==> config.mk <==
export PLATFORM = sky130hd
export DESIGN_NAME = serializador_flat
export DESIGN_NICKNAME = d
export VERILOG_FILES = /design/src/rtl/serializador_if.sv /design/src/rtl/serializador.sv /design/src/flat_wrapper.sv
export SDC_FILE = /design/constraint.sdc
export NUM_CORES = 1
export LEC_CHECK = 0
export ABC_AREA = 1
export BUFFER_PORTS_ARGS = -buffer_cell sky130_fd_sc_hd__buf_2
export CAP_MARGIN = 30
export CORE_MARGIN = 3
export CORE_UTILIZATION = 45
export DETAILED_ROUTE_END_ITERATION = 6
export GPL_TIMING_DRIVEN = 1
export PLACE_DENSITY = 0.75
export REMOVE_ABC_BUFFERS = 1
export SETUP_SLACK_MARGIN = 0.5
export SYNTH_ARGS = -nofsm -noshare
export SYNTH_HDL_FRONTEND = slang
export SYNTH_SLANG_ARGS = --single-unit
==> constraint.sdc <==
create_clock -name clock_100KHz -period 1.9 [get_ports clock_100KHz]
set_clock_uncertainty 0.15 [all_clocks]
set_input_delay 0 -clock clock_100KHz [delete_from_list [all_inputs] [get_ports clock_100KHz]]
set_output_delay 0 -clock clock_100KHz [all_outputs]
set_load 0.02 [all_outputs]
==> src/rtl/serializador_if.sv <==
// serializador_if: parallel-in / serial-out bus of the serializador; SERIAL_STATS_EN adds the word counter.
interface serializador_if #(parameter int WIDTH = 8);
  logic [WIDTH-1:0] data_in;
  logic enqueue_in;
  logic ack_out;
  logic busy_in;
  logic data_out;
  logic write_out;
  logic status_out;
`ifdef SERIAL_STATS_EN
  logic [15:0] words_sent_out;
  modport slave(input data_in, enqueue_in, busy_in,
                output ack_out, data_out, write_out, status_out, words_sent_out);
  modport master(output data_in, enqueue_in, busy_in,
                 input ack_out, data_out, write_out, status_out, words_sent_out);
`else
  modport slave(input data_in, enqueue_in, busy_in,
                output ack_out, data_out, write_out, status_out);
  modport master(output data_in, enqueue_in, busy_in,
                 input ack_out, data_out, write_out, status_out);
`endif
endinterface

==> src/rtl/serializador.sv <==
// serializador: double-buffered MSB-first word serializer with busy stall; SERIAL_STATS_EN adds words_sent_out.
module serializador #(
  parameter int WIDTH = 8
) (
  input logic clock_100KHz,
  input logic reset,
  serializador_if.slave bus
);
  localparam int CW = $clog2(WIDTH) + 1;
  typedef enum logic [1:0] {IDLE, SHIFT, GAP} state_t;
  state_t state_q;
  logic [WIDTH-1:0] hold_q;
  logic [WIDTH-1:0] shift_q;
  logic [CW-1:0] bit_cnt_q;
  logic hold_full_q;
  logic ack_q;
  logic data_q;
  logic write_q;
`ifdef SERIAL_STATS_EN
  logic [15:0] sent_q;
  assign bus.words_sent_out = sent_q;
`endif
  assign bus.ack_out = ack_q;
  assign bus.data_out = data_q;
  assign bus.write_out = write_q;
  assign bus.status_out = hold_full_q;
  // Accept needs hold_full_q=0 and transfer needs it 1, so their writes to hold_full_q never collide.
  always_ff @(posedge clock_100KHz) begin
    if (reset) begin
      state_q <= IDLE;
      hold_q <= '0;
      shift_q <= '0;
      bit_cnt_q <= '0;
      hold_full_q <= 1'b0;
      ack_q <= 1'b0;
      data_q <= 1'b0;
      write_q <= 1'b0;
`ifdef SERIAL_STATS_EN
      sent_q <= '0;
`endif
    end else begin
      ack_q <= 1'b0;
      if (bus.enqueue_in && !hold_full_q) begin
        hold_q <= bus.data_in;
        hold_full_q <= 1'b1;
        ack_q <= 1'b1;
      end
      case (state_q)
        IDLE: begin
          write_q <= 1'b0;
          if (hold_full_q && !bus.busy_in) begin
            shift_q <= hold_q;
            hold_full_q <= 1'b0;
            bit_cnt_q <= '0;
            state_q <= SHIFT;
          end
        end
        SHIFT: begin
          write_q <= !bus.busy_in;
          if (!bus.busy_in) begin
            data_q <= shift_q[WIDTH-1];
            shift_q <= shift_q << 1;
            bit_cnt_q <= bit_cnt_q + 1'b1;
            if (bit_cnt_q == CW'(WIDTH - 1)) begin
              state_q <= GAP;
`ifdef SERIAL_STATS_EN
              sent_q <= sent_q + 16'd1;
`endif
            end
          end
        end
        GAP: begin
          write_q <= 1'b0;
          state_q <= IDLE;
        end
        default: state_q <= IDLE;
      endcase
    end
  end
endmodule

==> src/flat_wrapper.sv <==
// flat-port wrapper written by rule: the top's interface ports become plain ports
module serializador_flat 
#(
  parameter int WIDTH = 8
)
  (clock_100KHz, reset, bus_data_in, bus_enqueue_in, bus_busy_in, bus_ack_out, bus_data_out, bus_write_out, bus_status_out);
  serializador_if #(.WIDTH(WIDTH)) bus_i ();
  input logic clock_100KHz;
  input logic reset;
  input wire logic [$bits(bus_i.data_in)-1:0] bus_data_in;
  input wire logic [$bits(bus_i.enqueue_in)-1:0] bus_enqueue_in;
  input wire logic [$bits(bus_i.busy_in)-1:0] bus_busy_in;
  output wire logic [$bits(bus_i.ack_out)-1:0] bus_ack_out;
  output wire logic [$bits(bus_i.data_out)-1:0] bus_data_out;
  output wire logic [$bits(bus_i.write_out)-1:0] bus_write_out;
  output wire logic [$bits(bus_i.status_out)-1:0] bus_status_out;
  assign bus_i.data_in = bus_data_in;
  assign bus_i.enqueue_in = bus_enqueue_in;
  assign bus_i.busy_in = bus_busy_in;
  assign bus_ack_out = bus_i.ack_out;
  assign bus_data_out = bus_i.data_out;
  assign bus_write_out = bus_i.write_out;
  assign bus_status_out = bus_i.status_out;
  serializador #(.WIDTH(WIDTH)) u_core (.clock_100KHz(clock_100KHz), .reset(reset), .bus(bus_i));
endmodule
Word-level counts from Yosys, hierarchy flattened

Cells that the tools add are included.

Add/subtract/negate cells: 1
Eq/ne operators: 6
Muxes and demuxes: 15
Bitwise logic cells: 1
Reduce and logical (&&, ||, !) cells: 11

Operators by type and width:

| kind                                                | count |
|---|---|
| two-way mux 8 bit                                   | 2 |
| case mux 8 bit (2 select lines)                     | 1 |
| two-way mux 4 bit                                   | 2 |
| case mux 4 bit (2 select lines)                     | 1 |
| two-way mux 2 bit                                   | 3 |
| AND reduction 3 bit                                 | 2 |
| adder 4 x 1 -> 4 bit, second input constant         | 1 |
| equality test 4 x 3 -> 1 bit, second input constant | 1 |
| two-way mux 1 bit                                   | 4 |
| != test 2 x 1 -> 1 bit, second input constant       | 2 |
| case mux 2 bit (2 select lines)                     | 1 |
| nonzero test 2 bit                                  | 2 |
| equality test 2 x 1 -> 1 bit, second input constant | 1 |
| equality test 2 bit, second input constant          | 1 |
| logical AND 1 bit                                   | 2 |
| logical NOT 1 bit                                   | 2 |
| logical NOT 2 bit                                   | 1 |
| != test 2 bit, second input constant                | 1 |
| case mux 1 bit (2 select lines)                     | 1 |
| AND reduction 2 bit                                 | 1 |
| OR reduction 2 bit                                  | 1 |
| NOT 1 bit                                           | 1 |

Register bits: 26
Output and inout bits: 4
Word-level logic and storage cells: 42

Depth between registers and ports, before layout

Depth in word-level cells: 5
Depth in mapped cells: 8
Mapped depth without buffers: 7

Worst setup path after synthesis

Ideal clock, no wire load.

Kind: register to register
Start: register u_core.hold_full_q (netlist: u_core.bus.status_out)
End: register u_core.bit_cnt_q[3]
Library setup time: 0.064 ns
Data arrival time: 1.097 ns
Slack: 0.589 ns
Cell stages (with the launch flop): 8
Period minus slack after synthesis: 1.311 ns
Path through: dfxtp_1 -> inv_1 -> nor2_1 -> nand2_2 -> nand2_2 -> buf_6 -> a21oi_1 -> nor2_1

Longest elaborated chain between the ends: 3

RTL lines:

| element                          | line               | text |
|---|---|---|
| from (decl)                      | serializador.sv:15 | `logic hold_full_q;` |
| from (signal assigned)           | serializador.sv:34 | `hold_full_q <= 1'b0;` |
| from (signal assigned)           | serializador.sv:45 | `hold_full_q <= 1'b1;` |
| from (signal assigned)           | serializador.sv:53 | `hold_full_q <= 1'b0;` |
| logical AND 1 bit                | serializador.sv:51 | `if (hold_full_q && !bus.busy_in) begin` |
| != test 2 x 1 -> 1 bit (no line) | n/a                |  |
| AND reduction 3 bit (no line)    | n/a                |  |
| to (signal assigned)             | serializador.sv:63 | `bit_cnt_q <= bit_cnt_q + 1'b1;` |
| to (decl)                        | serializador.sv:14 | `logic [CW-1:0] bit_cnt_q;` |

No other way between the ends.
A chain may end at the register's enable or synchronous reset.

Worst setup path after layout

Start: register u_core.state_q[1]
End: register u_core.state_q[0]

Longest elaborated chain between the ends: 3

RTL lines:

| element                                                                  | line               | text |
|---|---|---|
| from (decl)                                                              | serializador.sv:11 | `state_t state_q;` |
| from (signal assigned)                                                   | serializador.sv:30 | `state_q <= IDLE;` |
| from (signal assigned)                                                   | serializador.sv:55 | `state_q <= SHIFT;` |
| from (signal assigned)                                                   | serializador.sv:65 | `state_q <= GAP;` |
| equality test 2 x 1 -> 1 bit / logical NOT 2 bit (equally long branches) | serializador.sv:48 | `case (state_q)` |
| != test 2 x 1 -> 1 bit (no line) / != test 2 bit (equally long branches) | n/a                |  |
| AND reduction 3 bit (no line)                                            | n/a                |  |

Parallel ways exist; a longest one is shown, timed or not.

==> flow_metrics.tcl <==
set metrics [dict create \
    yosysTopAreaCell "sky130_fd_sc_hd__dfxtp_1" \
    drt_first_pass_iters 6 \
    area_growth_pct 23.2 \
    wire_per_inst_um 11.5 \
    crit-reg2reg-capture "u_core.state_q[0]" \
    top_level_ports 16 \
    io_buf_count 15 \
    globalRoute.totalOverflow 0 \
    insertion_delay_ns 0.33 \
    netlist_top_cells_count "sky130_fd_sc_hd__nor2_1 (39), sky130_fd_sc_hd__nand2_1 (34), sky130_fd_sc_hd__dfxtp_1 (26), sky130_fd_sc_hd__o21ai_0 (10), sky130_fd_sc_hd__o21ai_1 (9)" \
    via_per_inst 5.00 \
    worstMarginPinSlew_ns 0.293 \
    critical_path_class "flip-flop to flip-flop" \
    worstPathCellList "inv_2, nand2_4, inv_2, o21ai_1, nand3_1, nand2_1, inv_1" \
    grt.met3_usage_pct 2.78 \
    max_transition_margin_pct 80.4 \
    vias_in_the_first_global_route 927 \
    ctsHtreeMaxLevel 1 \
    fp.coreArea_um2 2280 \
    critPathMostFrequentCell "sky130_fd_sc_hd__inv_2" \
    rsz0062_at_grt "false" \
    antenna_cells_inserted 0 \
    number_of_cells_traversed_by_the_worst_register_to_register_path 7 \
    clock_sinks 26 \
    ys_seq_elements 26 \
    gr-usage-met2_pct 27.4 \
    crit_path_max_fanout 11 \
    grt_most_used_layer "met2" \
    cts_made_buffers 3 \
    report.final.hold_viol_count 0 \
    yosys_warnings 0 \
    cp.arrival_ns 1.37 \
    holdPathEnd "u_core.bus.status_out" \
    hold_start "bus_enqueue_in" \
    powerDensity_nw_per_um2 920 \
    yosys.cell_types.count 22 \
    dp_hpwl_um 1580 \
    maximum_number_of_pins_on_one_net_before_global_route_repair 21 \
    design.die.area_um2 3090 \
    cts_max_path_buffers 2 \
    worstSetupStartpointType "flip-flop" \
    postSynth.topFlopCell "sky130_fd_sc_hd__dfxtp_1" \
    holdCritPathClass "input port to flip-flop" \
    yosys.cell_count.top_type "sky130_fd_sc_hd__nor2_1" \
    num-nets-final 191 \
    finalCritPeriodShare_pct 67.6 \
    setup_total_negative_slack_ns 0 \
    worst_setup_path_end_kind "flip-flop" \
    critical_path.reg2reg.startpoint "u_core.state_q[1]" \
    antenna_found_initial 0 \
    synth_edf_count 0 \
    cts_tree "built" \
    globalplace.congestion 0.838 \
    rows 17 \
    max_freq_mhz 779 \
    starting_density_of_the_core_pct 48.7 \
    netlist_instances 151 \
    drcViolationCount 0 \
    synth_top_area_share_pct 47.0 \
    leakage_nw 0.642 \
    critical-path-max-stage-delay_ns 0.39 \
    place_ws_ns 0.552 \
    overall_via_count_from_detail_route 1025 \
    setup_ws_ns 0.616 \
    drive_gt1_share_pct 18.1 \
    synth_async_sr_flop_share_pct 0 \
    use_met1_pct 20.1 \
    cts.repair_timing.setup_buffer_count 0 \
    grt.total_usage_pct 16.1 \
    wl_um 2360 \
    detail_route.iter0.violations 32 \
    clk_pin_slew_ns 0.14 \
    worst-r2r-setup-slack_ns 0.62 \
    critical_path.slowest_cell "sky130_fd_sc_hd__dfxtp_1" \
    drv_cap 0 \
    status "complete, no violations" \
    final.min_clock_period_ns 1.28 \
    synth.avg_cell_area_um2 7.33 \
    worst_hold_path.num_cells 3 \
    grt_first_pass_wirelength_um 4020 \
    vdd_ir_drop_max_mv 0.560 \
    post_synth_instance_area_um2 1110 \
    chipHeight_um 55.6 \
    crit_required_ns 1.99 \
    die_width_um 55.6 \
    yosys-top-cells-area "sky130_fd_sc_hd__dfxtp_1 (47%), sky130_fd_sc_hd__nor2_1 (13%), sky130_fd_sc_hd__nand2_1 (12%), sky130_fd_sc_hd__o21ai_0 (4.5%), sky130_fd_sc_hd__o21ai_1 (4.1%)" \
    postRouteAntennaNets 0 \
    ctsRootBufferMaster "sky130_fd_sc_hd__clkbuf_4" \
    maxSlewViolCount 0 \
    power.total_mw 1.25 \
    seq_area_frac_synth_pct 47.0 \
    timing.final.setup_violations 0 \
]
worst max-delay path, delay by kind of cell (launching register included):
| kind | cells | cell delay (ns) |
|---|---|---|
| buffers and inverters | 3 | 0.24 |
| AND/OR/NAND/NOR | 3 | 0.30 |
| flip-flops | 1 | 0.39 |
| AO/OA/AOI/OAI | 1 | 0.12 |
cell families (layout without fill, tap and decap cells):
group / after synthesis / after routing / share of synthesized area (%)
flops: 26 / 26 / 47.0
buf+inv: 12 / 38 / 5.42
compound gates: 27 / 27 / 12.7
fa+ha+maj: 1 / 1 / 1.13
simple gates: 85 / 85 / 33.8
how the worst max path moves through the flow:
stage / startpoint / end / slack, ns / depth (start not counted)
after floorplan: u_core.bus.status_out / u_core.bit_cnt_q[3] / 0.55 / 7
after global routing: u_core.state_q[1] / u_core.state_q[0] / 0.53 / 7
after CTS: u_core.bus.status_out / u_core.shift_q[1] / 0.52 / 6
after detailed placement: u_core.bus.status_out / u_core.shift_q[1] / 0.55 / 6
after global placement: u_core.bus.status_out / u_core.bit_cnt_q[3] / 0.62 / 7
final: u_core.state_q[1] / u_core.state_q[0] / 0.62 / 7
state kept, by name, summed over array words and instances (netlist names):
name                   cells
u_core.hold_q              8
u_core.shift_q             8
u_core.bit_cnt_q           4
u_core.state_q             2
u_core.bus.ack_out         1
u_core.bus.data_out        1
u_core.bus.status_out      1
u_core.bus.write_out       1
repair_timing:
action | CTS | global route
setup endpoints to repair | 0 | 19
resized for setup | 0 | 5
hold endpoints to repair | 17 | 0
hold buffers | 11 | 0
layout make-up:
cell class | instances | area (µm²)
fillers | 185 | 912
inverters | 8 | 33.8
flip-flops and latches | 26 | 523
clock buffers | 3 | 22.5
repair buffers | 26 | 185
multi-input cells | 113 | 534
well taps | 28 | 35.0
clock inverters | 1 | 30.0
stage by stage:
stage / util (%) / area (µm²) / hold WS, ns / instances
after floorplan: - / 1080 / -0.0809 / 147
after global placement: 52.2 / 1190 / 0.0673 / 190
after detailed placement: 52.2 / 1190 / 0.0820 / 190
after CTS: 59.3 / 1350 / 0.274 / 205
after global routing: 59.9 / 1360 / 0.311 / 205
final: 59.9 / 1360 / 0.282 / 205
per-layer routing:
layer	wire, µm	part of all wire, %
met4	21	0.89
met3	86	3.6
met2	1160	49
met5	0	0
met1	1100	46
power by group:
part	switching, mW	total, mW	internal (mW)
clock network	0.169	0.383	0.214
logic	0.148	0.241	0.0935
registers	0.0336	0.631	0.597
cells in the final DEF (no fill, tap or decap), drive strengths merged, types with 3 or more instances in the layout:
cell type,count
o21ai,19
a21oi,6
nand3,4
dlygate4sd3,11
nand2,37
buf,15
dfxtp,26
nor2,42
clkbuf,3
inv,7
Note: power is estimated with default switching activity, not from simulation.
